<file path="src/rtl/multicycle_control_pkg.sv">
// rtl/multicycle_control_pkg.sv - opcodes, state encoding and control codes for the multicycle controller
package multicycle_control_pkg;

  localparam logic [6:0] OP_LW  = 7'b0000011;
  localparam logic [6:0] OP_SW  = 7'b0100011;
  localparam logic [6:0] OP_R   = 7'b0110011;
  localparam logic [6:0] OP_I   = 7'b0010011;
  localparam logic [6:0] OP_BEQ = 7'b1100011;
  localparam logic [6:0] OP_JAL = 7'b1101111;

  typedef enum logic [3:0] {
    S_FETCH    = 4'd0,
    S_DECODE   = 4'd1,
    S_MEMADR   = 4'd2,
    S_MEMREAD  = 4'd3,
    S_MEMWB    = 4'd4,
    S_MEMWRITE = 4'd5,
    S_EXECR    = 4'd6,
    S_EXECI    = 4'd7,
    S_ALUWB    = 4'd8,
    S_BEQ      = 4'd9,
    S_JAL      = 4'd10
  } state_t;

  typedef enum logic [1:0] {
    ALUOP_ADD   = 2'b00,
    ALUOP_SUB   = 2'b01,
    ALUOP_FUNCT = 2'b10
  } aluop_t;

  localparam logic [2:0] ALU_ADD = 3'b000;
  localparam logic [2:0] ALU_SUB = 3'b001;
  localparam logic [2:0] ALU_AND = 3'b010;
  localparam logic [2:0] ALU_OR  = 3'b011;
  localparam logic [2:0] ALU_SLT = 3'b101;

  localparam logic [1:0] IMM_I = 2'b00;
  localparam logic [1:0] IMM_S = 2'b01;
  localparam logic [1:0] IMM_B = 2'b10;
  localparam logic [1:0] IMM_J = 2'b11;

  // Immediate format depends only on the opcode, so it is valid in every state.
  function automatic logic [1:0] imm_src_of(input logic [6:0] op);
    case (op)
      OP_SW:   return IMM_S;
      OP_BEQ:  return IMM_B;
      OP_JAL:  return IMM_J;
      default: return IMM_I;
    endcase
  endfunction

endpackage

</file>
<file path="src/rtl/multicycle_control_if.sv">
// rtl/multicycle_control_if.sv - controller <-> datapath signal bundle
interface multicycle_control_if;
  logic [6:0] op;
  logic [2:0] funct3;
  logic       funct7b5;
  logic       zero;
  logic       pc_write;
  logic       adr_src;
  logic       mem_write;
  logic       ir_write;
  logic [1:0] result_src;
  logic [1:0] alu_src_a;
  logic [1:0] alu_src_b;
  logic [1:0] imm_src;
  logic       reg_write;
  logic [2:0] alu_control;
  logic       illegal_op;
  logic       instr_done;

  modport master (
    input  op, funct3, funct7b5, zero,
    output pc_write, adr_src, mem_write, ir_write, result_src, alu_src_a,
           alu_src_b, imm_src, reg_write, alu_control, illegal_op, instr_done
  );

  modport slave (
    output op, funct3, funct7b5, zero,
    input  pc_write, adr_src, mem_write, ir_write, result_src, alu_src_a,
           alu_src_b, imm_src, reg_write, alu_control, illegal_op, instr_done
  );
endinterface

</file>
<file path="src/rtl/multicycle_control_alu_decoder.sv">
// rtl/multicycle_control_alu_decoder.sv - ALUOp/funct to alu_control decode
module alu_decoder
  import multicycle_control_pkg::*;
(
  input  aluop_t     alu_op,
  input  logic [2:0] funct3,
  input  logic       funct7b5,
  input  logic       op5,
  output logic [2:0] alu_control
);

  // sub only for R-type with funct7b5; I-type addi with imm[10] set stays add
  always_comb begin
    alu_control = ALU_ADD;
    case (alu_op)
      ALUOP_SUB: alu_control = ALU_SUB;
      ALUOP_FUNCT: begin
        case (funct3)
          3'b000:  alu_control = (op5 & funct7b5) ? ALU_SUB : ALU_ADD;
          3'b010:  alu_control = ALU_SLT;
          3'b110:  alu_control = ALU_OR;
          3'b111:  alu_control = ALU_AND;
          default: alu_control = ALU_ADD;
        endcase
      end
      default: alu_control = ALU_ADD;
    endcase
  end

endmodule

</file>
<file path="src/rtl/multicycle_control.sv">
// rtl/multicycle_control.sv - Moore FSM sequencing the RV32I multicycle datapath
module multicycle_control
  import multicycle_control_pkg::*;
#(
  parameter int unsigned MEM_LAT = 0
) (
  input  logic                 clk,
  input  logic                 rst_n,
  multicycle_control_if.master bus
);

  localparam logic [3:0] LAT = 4'(MEM_LAT);

  state_t     state, state_nxt;
  logic [3:0] cnt, cnt_nxt;
  aluop_t     alu_op;
  logic       mem_final;
  logic       pc_w, adr, mem_w, ir_w, reg_w, ill, done;
  logic [1:0] res_src, src_a, src_b;

  assign mem_final = (cnt == LAT);

  // State and wait counter; reset abandons any instruction in flight.
  always_ff @(posedge clk or negedge rst_n) begin
    if (!rst_n) begin
      state <= S_FETCH;
      cnt   <= '0;
    end else begin
      state <= state_nxt;
      cnt   <= cnt_nxt;
    end
  end

  // Next state and per-state control; memory states hold until the counter reaches MEM_LAT.
  always_comb begin
    state_nxt = state;
    cnt_nxt   = '0;
    pc_w      = 1'b0;
    adr       = 1'b0;
    mem_w     = 1'b0;
    ir_w      = 1'b0;
    reg_w     = 1'b0;
    ill       = 1'b0;
    done      = 1'b0;
    res_src   = 2'b00;
    src_a     = 2'b00;
    src_b     = 2'b00;
    alu_op    = ALUOP_ADD;
    case (state)
      S_FETCH: begin
        src_b   = 2'b10;
        res_src = 2'b10;
        if (mem_final) begin
          ir_w      = 1'b1;
          pc_w      = 1'b1;
          state_nxt = S_DECODE;
        end else begin
          cnt_nxt = cnt + 4'd1;
        end
      end
      S_DECODE: begin
        src_a = 2'b01;
        src_b = 2'b01;
        case (bus.op)
          OP_LW, OP_SW: state_nxt = S_MEMADR;
          OP_R:         state_nxt = S_EXECR;
          OP_I:         state_nxt = S_EXECI;
          OP_BEQ:       state_nxt = S_BEQ;
          OP_JAL:       state_nxt = S_JAL;
          default: begin
            ill       = 1'b1;
            done      = 1'b1;
            state_nxt = S_FETCH;
          end
        endcase
      end
      S_MEMADR: begin
        src_a     = 2'b10;
        src_b     = 2'b01;
        state_nxt = (bus.op == OP_LW) ? S_MEMREAD : S_MEMWRITE;
      end
      S_MEMREAD: begin
        adr = 1'b1;
        if (mem_final) state_nxt = S_MEMWB;
        else           cnt_nxt   = cnt + 4'd1;
      end
      S_MEMWB: begin
        res_src   = 2'b01;
        reg_w     = 1'b1;
        done      = 1'b1;
        state_nxt = S_FETCH;
      end
      S_MEMWRITE: begin
        adr   = 1'b1;
        mem_w = 1'b1;
        if (mem_final) begin
          done      = 1'b1;
          state_nxt = S_FETCH;
        end else begin
          cnt_nxt = cnt + 4'd1;
        end
      end
      S_EXECR: begin
        src_a     = 2'b10;
        alu_op    = ALUOP_FUNCT;
        state_nxt = S_ALUWB;
      end
      S_EXECI: begin
        src_a     = 2'b10;
        src_b     = 2'b01;
        alu_op    = ALUOP_FUNCT;
        state_nxt = S_ALUWB;
      end
      S_ALUWB: begin
        reg_w     = 1'b1;
        done      = 1'b1;
        state_nxt = S_FETCH;
      end
      S_BEQ: begin
        src_a     = 2'b10;
        alu_op    = ALUOP_SUB;
        pc_w      = bus.zero;
        done      = 1'b1;
        state_nxt = S_FETCH;
      end
      S_JAL: begin
        src_a     = 2'b01;
        src_b     = 2'b10;
        pc_w      = 1'b1;
        state_nxt = S_ALUWB;
      end
      default: state_nxt = S_FETCH;
    endcase
  end

  alu_decoder u_alu_dec (
    .alu_op      (alu_op),
    .funct3      (bus.funct3),
    .funct7b5    (bus.funct7b5),
    .op5         (bus.op[5]),
    .alu_control (bus.alu_control)
  );

  // Enables are gated by rst_n so nothing writes while reset is held.
  assign bus.pc_write   = pc_w  & rst_n;
  assign bus.ir_write   = ir_w  & rst_n;
  assign bus.mem_write  = mem_w & rst_n;
  assign bus.reg_write  = reg_w & rst_n;
  assign bus.illegal_op = ill   & rst_n;
  assign bus.instr_done = done  & rst_n;
  assign bus.adr_src    = adr;
  assign bus.result_src = res_src;
  assign bus.alu_src_a  = src_a;
  assign bus.alu_src_b  = src_b;
  assign bus.imm_src    = imm_src_of(bus.op);

endmodule
</file>
<file path="src/flat_wrapper.sv">
// flat-port wrapper written by rule: the top's interface ports become plain ports
module multicycle_control_flat import multicycle_control_pkg::*;
#(
  parameter int unsigned MEM_LAT = 0
)
  (clk, rst_n, bus_op, bus_funct3, bus_funct7b5, bus_zero, bus_pc_write, bus_adr_src, bus_mem_write, bus_ir_write, bus_result_src, bus_alu_src_a, bus_alu_src_b, bus_imm_src, bus_reg_write, bus_alu_control, bus_illegal_op, bus_instr_done);
  multicycle_control_if bus_i ();
  input  logic clk;
  input  logic rst_n;
  input wire logic [$bits(bus_i.op)-1:0] bus_op;
  input wire logic [$bits(bus_i.funct3)-1:0] bus_funct3;
  input wire logic [$bits(bus_i.funct7b5)-1:0] bus_funct7b5;
  input wire logic [$bits(bus_i.zero)-1:0] bus_zero;
  output wire logic [$bits(bus_i.pc_write)-1:0] bus_pc_write;
  output wire logic [$bits(bus_i.adr_src)-1:0] bus_adr_src;
  output wire logic [$bits(bus_i.mem_write)-1:0] bus_mem_write;
  output wire logic [$bits(bus_i.ir_write)-1:0] bus_ir_write;
  output wire logic [$bits(bus_i.result_src)-1:0] bus_result_src;
  output wire logic [$bits(bus_i.alu_src_a)-1:0] bus_alu_src_a;
  output wire logic [$bits(bus_i.alu_src_b)-1:0] bus_alu_src_b;
  output wire logic [$bits(bus_i.imm_src)-1:0] bus_imm_src;
  output wire logic [$bits(bus_i.reg_write)-1:0] bus_reg_write;
  output wire logic [$bits(bus_i.alu_control)-1:0] bus_alu_control;
  output wire logic [$bits(bus_i.illegal_op)-1:0] bus_illegal_op;
  output wire logic [$bits(bus_i.instr_done)-1:0] bus_instr_done;
  assign bus_i.op = bus_op;
  assign bus_i.funct3 = bus_funct3;
  assign bus_i.funct7b5 = bus_funct7b5;
  assign bus_i.zero = bus_zero;
  assign bus_pc_write = bus_i.pc_write;
  assign bus_adr_src = bus_i.adr_src;
  assign bus_mem_write = bus_i.mem_write;
  assign bus_ir_write = bus_i.ir_write;
  assign bus_result_src = bus_i.result_src;
  assign bus_alu_src_a = bus_i.alu_src_a;
  assign bus_alu_src_b = bus_i.alu_src_b;
  assign bus_imm_src = bus_i.imm_src;
  assign bus_reg_write = bus_i.reg_write;
  assign bus_alu_control = bus_i.alu_control;
  assign bus_illegal_op = bus_i.illegal_op;
  assign bus_instr_done = bus_i.instr_done;
  multicycle_control #(.MEM_LAT(MEM_LAT)) u_core (.clk(clk), .rst_n(rst_n), .bus(bus_i));
endmodule
</file>
<file path="config.mk">
export PLATFORM = sky130hd
export DESIGN_NAME = multicycle_control_flat
export DESIGN_NICKNAME = d
export VERILOG_FILES = /design/src/rtl/multicycle_control_pkg.sv /design/src/rtl/multicycle_control_if.sv /design/src/rtl/multicycle_control_alu_decoder.sv /design/src/rtl/multicycle_control.sv /design/src/flat_wrapper.sv
export SDC_FILE = /design/constraint.sdc
export NUM_CORES = 1
export LEC_CHECK = 0
export ABC_CLOCK_PERIOD_IN_PS = 1900
export CAP_MARGIN = 20
export CELL_PAD_IN_SITES_DETAIL_PLACEMENT = 0
export CELL_PAD_IN_SITES_GLOBAL_PLACEMENT = 1
export CORE_UTILIZATION = 30
export CTS_CLUSTER_DIAMETER = 40
export CTS_CLUSTER_SIZE = 8
export DETAILED_ROUTE_END_ITERATION = 8
export GPL_TIMING_DRIVEN = 1
export PLACE_DENSITY_LB_ADDON = 0.05
export SYNTH_ARGS = -nofsm -noshare
export SYNTH_HDL_FRONTEND = slang
export SYNTH_SLANG_ARGS = --single-unit
</file>
<file path="constraint.sdc">
create_clock -name clk -period 1.9 [get_ports clk]
set_input_delay 0.19 -clock clk [delete_from_list [all_inputs] [get_ports clk]]
set_output_delay 0.19 -clock clk [all_outputs]
set_load 0.005 [all_outputs]
</file>
==> results of run 1 <==
per-layer routing:
metal / global-route usage [%] / wire length, um / vias up
li1: - / - / 593
met2: 36.2 / 1670 / 39
met5: 0 / 0 / -
met3: 2.09 / 148 / 4
met4: 9.76 / 34 / 0
met1: 25.3 / 1440 / 574
final cells by class:
cell class / count / area [sq um]
inverter: 7 / 28.8
fill: 247 / 1040
multi-input combinational: 100 / 739
tap: 31 / 38.8
clock buffer: 3 / 22.5
timing repair buffer: 80 / 684
sequential: 8 / 203
metrics by stage:
stage | TNS [ns] | total power (W) | hold slack [ns]
after floorplan | 0 | 0.000705 | -0.106
after global placement | -1.26 | 0.00121 | 0.524
after detailed placement | -1.50 | 0.00122 | 0.531
after CTS | -0.811 | 0.00145 | 0.333
after global routing | -0.703 | 0.00163 | 0.336
final | -0.294 | 0.00152 | 0.337
cell families after synthesis:
kind of cell / share of synthesized area, %
AO/OA/AOI/OAI: 21.3
flip-flops: 22.9
AND/OR/NAND/NOR: 37.4
multiplexers: 1.29
XOR/XNOR: 4.00
buffers and inverters: 7.43
adder cells (fa/ha/maj): 5.71
cell usage in the layout (no fill, tap or decap), types with 2 or more instances in the layout:
cell and instances:
clkbuf_4 3, nor4_1 3, dfrtp_2 2, or3_4 2, a21oi_2 3, nand3_1 4, nor4_2 2, nor2_2 2
a31oi_1 2, nand2_1 12, nor2b_1 3, dlymetal6s2s_1 6, nor2_1 12, buf_4 43, nand2_2 2, dfrtp_1 6
and3_1 3, ha_4 2, o21ai_1 3, inv_1 5, buf_6 5, dlygate4sd2_1 8, and2_1 2, o31a_1 2
nor2b_4 2, clkdlybuf4s50_1 12, nor3_1 6, buf_2 4, xor2_1 2, o21ai_0 4
power by group through the flow:
stage / registers (W) / logic, W / clock network, W
2_1_floorplan: 0.000204 / 0.000501 / 0
4_1_cts: 0.000215 / 0.00110 / 0.000136
6_report: 0.000219 / 0.00116 / 0.000133
5_1_grt: 0.000221 / 0.00126 / 0.000143
3_5_place_dp: 0.000214 / 0.00101 / 0
3_3_place_gp: 0.000213 / 0.00100 / 0
worst max-delay path, cell delays in order (launching register included):
cell,delay (ns)
dfrtp_1,0.37
inv_1,0.06
ha_2,0.17
or3b_4,0.37
o31a_1,0.24
o21ai_1,0.10
and3b_1,0.15
buf_2,0.10
registers in the layout, summed over array words and instances, names as in the netlist:
name / cells
u_core.cnt: 4
u_core.state: 4
path summary, 6_finish.rpt:
path                                    startpoint                           to  slack (ns)  cells after the start
setup / recovery           u_core.cnt[0]$_DFF_PN0_                 bus_pc_write       -0.12                      7
hold / removal                               rst_n  u_core.state[3]$_DFFE_PN0P_        0.34                      2
setup reg to reg           u_core.cnt[0]$_DFF_PN0_  u_core.state[2]$_DFFE_PN0P_        0.13                      6
hold reg to reg            u_core.cnt[0]$_DFF_PN0_      u_core.cnt[0]$_DFF_PN0_        0.54                      2
max in group asynchronous                    rst_n  u_core.state[2]$_DFFE_PN0P_        1.41                      2
min in group clk           u_core.cnt[0]$_DFF_PN0_      u_core.cnt[0]$_DFF_PN0_        0.54                      2
timing repair:
action | 4_1_cts | 5_1_grt
hold buffers | 0 | 0
pin swaps | 12 | 12
setup endpoints to repair | 17 | 12
setup buffers | 11 | 4
gates resized for setup | 44 | 30
==> out/metrics.yaml, run 1 <==
worst_slack_ns: -0.124
pre_cts_slack_ns: -0.264
worst_setup_path_start_kind: "flip-flop"
outcome: "finished, violations left"
synthDistinctLibCells: 39
p_clk_share_pct: 8.8
dp_hpwl_mm: 2.29
ys.flop_type: "dfrtp_1"
fmax_mhz: 494
cp.required_ns: 1.71
p_seq_share_pct: 14.5
setup_viol: 5
clk_latency_ns: 0.25
postLayoutCellArea_sq_mm: 0.00172
synth_top_area_share_pct: 22.9
coreArea_sq_mm: 0.00276
cts_tree: "yes"
viasPerCell: 5.28
cts_root_buf: "clkbuf_4"
grt_pass1_wl_mm: 5.20
drc: 0
numCtsBuffers: 3
rsz0062_at_grt: "true"
wl_mm: 3.29
die_h_um: 56.0
finalHoldViolCount: 0
synth.yosys.seq_area_share_pct: 22.9
hp-class: "input pin to asynchronous set/reset pin"
layout.cells.non_filler: 229
start_util_pct: 31.8
peakVddDrop_uv: 632
syn_to_final_growth_pct: 96.0
switchingPower_w: 0.000606
max-slew-margin-rel_pct: 79.9
die_area_sq_mm: 0.00314
drive_gt1_share_pct: 44.9
pin_count: 32
cts_max_path_buffers: 2
crit_arrival_ns: 1.83
clock_sink_count: 8
dr_total_vias: 1210
io_buffers: 31
syn-cell-area_sq_um: 876
avgSynthCellArea_sq_um: 7.06
p_per_area_mw_per_mm2: 883
drt_iter0_drc: 43
ys_top_cells_by_area: "dfrtp_1 (23%), nand2_1 (6.4%), nor2_1 (6.0%), ha_1 (5.7%), nor3_1 (4.0%)"
rows: 19
place_area_sq_mm: 0.00144
p_int_w: 0.000910
min_period_ns: 2.02
dr.pass1.iters: 4
async_reset_ff_share_pct: 100
place_inst: 211
cp_max_fo: 2
ys_warn_count: 0
gp_congestion: 0.789
utilization_pct: 62.3
max_cap_violations: 0
combPwrFrac_pct: 76.7
antenna_found_initial: 0
grt.overflow.total: 0
yosys.area.top_type: "dfrtp_1"
htree_levels: 1
post-synth-top-count-cell: "nand2_1"
finalMaxSlewViolations: 0
die_w_um: 56.0
synth_cells: 124
ys_ff_latch: 8
tightest_slew_ns: 0.297
grt_max_degree: 16
track_usage_pct: 20.7
netSwitchingFraction_pct: 40.0
synthTopCellsByCount: "nand2_1 (15), nor2_1 (14), dfrtp_1 (8)"
synthesis.nets: 142
wl_per_cell_um: 14.4
layout.nets: 218
finClkSkew_ns: 0.00265
period_share_pct: 107
p_leak_nw: 0.883
path_clk_slew_ns: 0.06
antenna_cells: 0
ant_nets: 0
grt_pass1_vias: 1195
crit_type: "flip-flop to output pin"
synth-edff-count: 0
violations: "setup timing"
critPathCaptureType: "output pin"
(Power assumes the default switching activity.)
==> run 2: changes to the inputs <==
CAP_MARGIN = default   (was 20)
CTS_CLUSTER_DIAMETER = default   (was 40)
==> results of run 2 <==
Final layout, timing and power as in run 1 (identical DEF).
==> run 3: changes to the inputs <==
CELL_PAD_IN_SITES_GLOBAL_PLACEMENT = 2   (was 1)
CORE_UTILIZATION = 23   (was 30)
==> run 3 against run 2 <==
Against the previous run:
- the run still ends with setup timing left
- register-to-register slack worse by 0.14 ns
- sequential cell count stayed put
- worst hold slack better by 0.023 ns
- global-route usage down 4.8 points
- first-iteration DRC count rose by 47%
- non-clock buffer count is 2 higher
- fmax rose by 1.2%
- total power grew 6.6%
- critical path type unchanged
==> out/metrics.yaml, run 3 (synthesis results as in run 1) <==
reg2reg_from: "u_core.cnt[0]$_DFF_PN0_"
min_period_ns: 2.00  # -0.0234 ns
gp_congestion: 0.791  # +0.29%
wl_per_cell_um: 12.8  # -11%
period_share_pct: 105  # -1.2 points
slowest_delay_ns: 0.38  # about the same
postCtsHoldBufs: 0  # unchanged
worst_setup_path_start_kind: "flip-flop"
die_w_um: 63.7  # +14%
grt_pass1_vias: 1126  # -5.8%
viasPerCell: 4.69  # -11%
grt_pass1_wl_mm: 5.10  # -1.8%
crit_arrival_ns: 1.81  # -0.02 ns
start_util_pct: 23.9  # -7.8 points
finalHoldViolCount: 0  # unchanged
grt.overflow.total: 0  # unchanged
p_leak_nw: 0.863  # -2.3%
coreArea_sq_mm: 0.00366  # +33%
ant_nets: 0  # unchanged
dr.pass1.iters: 4  # unchanged
reg2reg_slack_ns: -0.01  # -0.14 ns
cts_max_path_buffers: 2  # unchanged
largest_registers: "u_core.cnt x4, u_core.state x4"
layout.nets: 220  # +0.92%
place_inst: 229  # +8.5%
worst_slack_ns: -0.100  # +0.0234 ns
cp_max_fo: 2  # unchanged
die_area_sq_mm: 0.00406  # +29%
antenna_cells: 0  # unchanged
outcome: "finished, violations left"
cp.required_ns: 1.71  # about the same
final_common_cell: "buf_4"
hp-class: "input pin to asynchronous set/reset pin"
fmax_mhz: 500  # +1.2%
rr_worst_depth: 8  # +2
antenna_found_initial: 0  # unchanged
violations: "setup timing"
drt_iter0_drc: 63  # +47%
max_cap_violations: 0  # unchanged
cts_tree: "yes"
tightest_slew_ns: 0.322  # +0.0250 ns
peakVddDrop_uv: 457  # -28%
clk_latency_ns: 0.23  # -0.02 ns
wl_mm: 3.19  # -3.3%
tns_ns: -0.266  # +0.0289 ns
finClkSkew_ns: 0.00187  # -0.000775 ns
setup_viol: 5  # unchanged
dr_total_vias: 1164  # -3.8%
cpMaxStageDelayCell: "dfrtp_1"
layout.cells.non_filler: 248  # +8.3%
endpoint: "bus_pc_write"
pre_cts_slack_ns: -0.264  # -0.000735 ns
grt_max_degree: 10  # -6
r2r-end: "u_core.state[2]$_DFFE_PN0P_"
track_usage_pct: 15.9  # -4.8 points
crit_type: "flip-flop to output pin"
pin_count: 32  # unchanged
dp_hpwl_mm: 2.33  # +1.5%
crit_chain: "inv_2 -> ha_4 -> or3b_4 -> o31a_1 -> o21ai_1 -> and3b_1 -> buf_2"
numCtsBuffers: 3  # unchanged
drive_gt1_share_pct: 46.5  # +1.6 points
die_h_um: 63.7  # +14%
max-slew-margin-rel_pct: 78.2  # -1.7 points
drc: 0  # unchanged
io_buffers: 31  # unchanged
path_clk_slew_ns: 0.04  # -0.02 ns
finalMaxSlewViolations: 0  # unchanged
hold_ws_ns: 0.360  # +0.0225 ns
htree_levels: 1  # unchanged
final_cell_mix: "buf_4 (47), clkdlybuf4s50_1 (14), nand2_1 (13), nor2_1 (13), dlygate4sd2_1 (9)"
clock_sink_count: 8  # unchanged
cts_root_buf: "clkbuf_8"
p_per_area_mw_per_mm2: 920  # +4.2%
critPathLaunch: "u_core.cnt[0]$_DFF_PN0_"
rows: 22  # +3
critPathCaptureType: "output pin"
syn_to_final_growth_pct: 101
rsz0062_at_grt: "true"
[run 3: changes by cell type in the layout (fill, tap and decap cells not counted), sizes merged]
cell / delta
dlymetal6s2s: -3
buf: +2
dlygate4sd2: +1
clkdlybuf4s50: +2
[run 3: metrics by stage]
stage               power (W)  utilization (%)  area [sq um]
detailed placement    0.00126             40.2          1470
finish                0.00162             48.0          1760
floorplan            0.000705                -           876
global route          0.00174             48.0          1760
global placement      0.00125             40.2          1470
CTS                   0.00157             44.9          1650
[run 3: cell type report]
| type | count | area (sq um) |
|---|---|---|
| clock buffer | 3 | 41.3 |
| fill | 387 | 1900 |
| multi-input combinational | 100 | 747 |
| timing repair buffer | 82 | 679 |
| sequential | 8 | 203 |
| inverter | 7 | 26.3 |
| tap | 48 | 60.1 |
[run 3: repair_timing]
action,in CTS,in global routing
gates resized for setup,45,25
setup endpoints to repair,16,13
pin swaps,7,7
setup buffers,11,5
[run 3: routing by layer]
metal / GRT usage (%) / part of all wire, % / vias to the layer above / wire length (um)
li1: - / - / 594 / -
met5: 0 / 0 / - / 0
met1: 21.7 / 45 / 547 / 1430
met4: 3.41 / 0.44 / 0 / 14
met3: 1.63 / 2.7 / 2 / 86
met2: 26.6 / 52 / 21 / 1650
[run 3: power breakdown]
part           total, W  internal [W]  switching, W
registers      0.000219      0.000199     0.0000210
logic           0.00119      0.000661      0.000531
clock network  0.000205      0.000137     0.0000678
total           0.00162      0.000997      0.000619
[run 3: worst min-delay path by stage]
stage	startpoint	endpoint	slack, ns	depth (start not counted)
3_5_place_dp	u_core.cnt[0]$_DFF_PN0_	u_core.cnt[0]$_DFF_PN0_	0.54	2
4_1_cts	rst_n	u_core.cnt[3]$_DFF_PN0_	0.37	2
2_1_floorplan	rst_n	u_core.cnt[0]$_DFF_PN0_	-0.11	0
6_report	rst_n	u_core.cnt[3]$_DFF_PN0_	0.36	2
3_3_place_gp	u_core.cnt[0]$_DFF_PN0_	u_core.cnt[0]$_DFF_PN0_	0.52	2
5_1_grt	rst_n	u_core.cnt[2]$_DFF_PN0_	0.41	2
[run 3: worst max-delay path: cells and delay by family, from the launching register on]
kind | cells | cell delay [ns]
compound gates | 2 | 0.36
buf+inv | 2 | 0.17
fa+ha+maj | 1 | 0.12
flops | 1 | 0.38
simple gates | 2 | 0.53
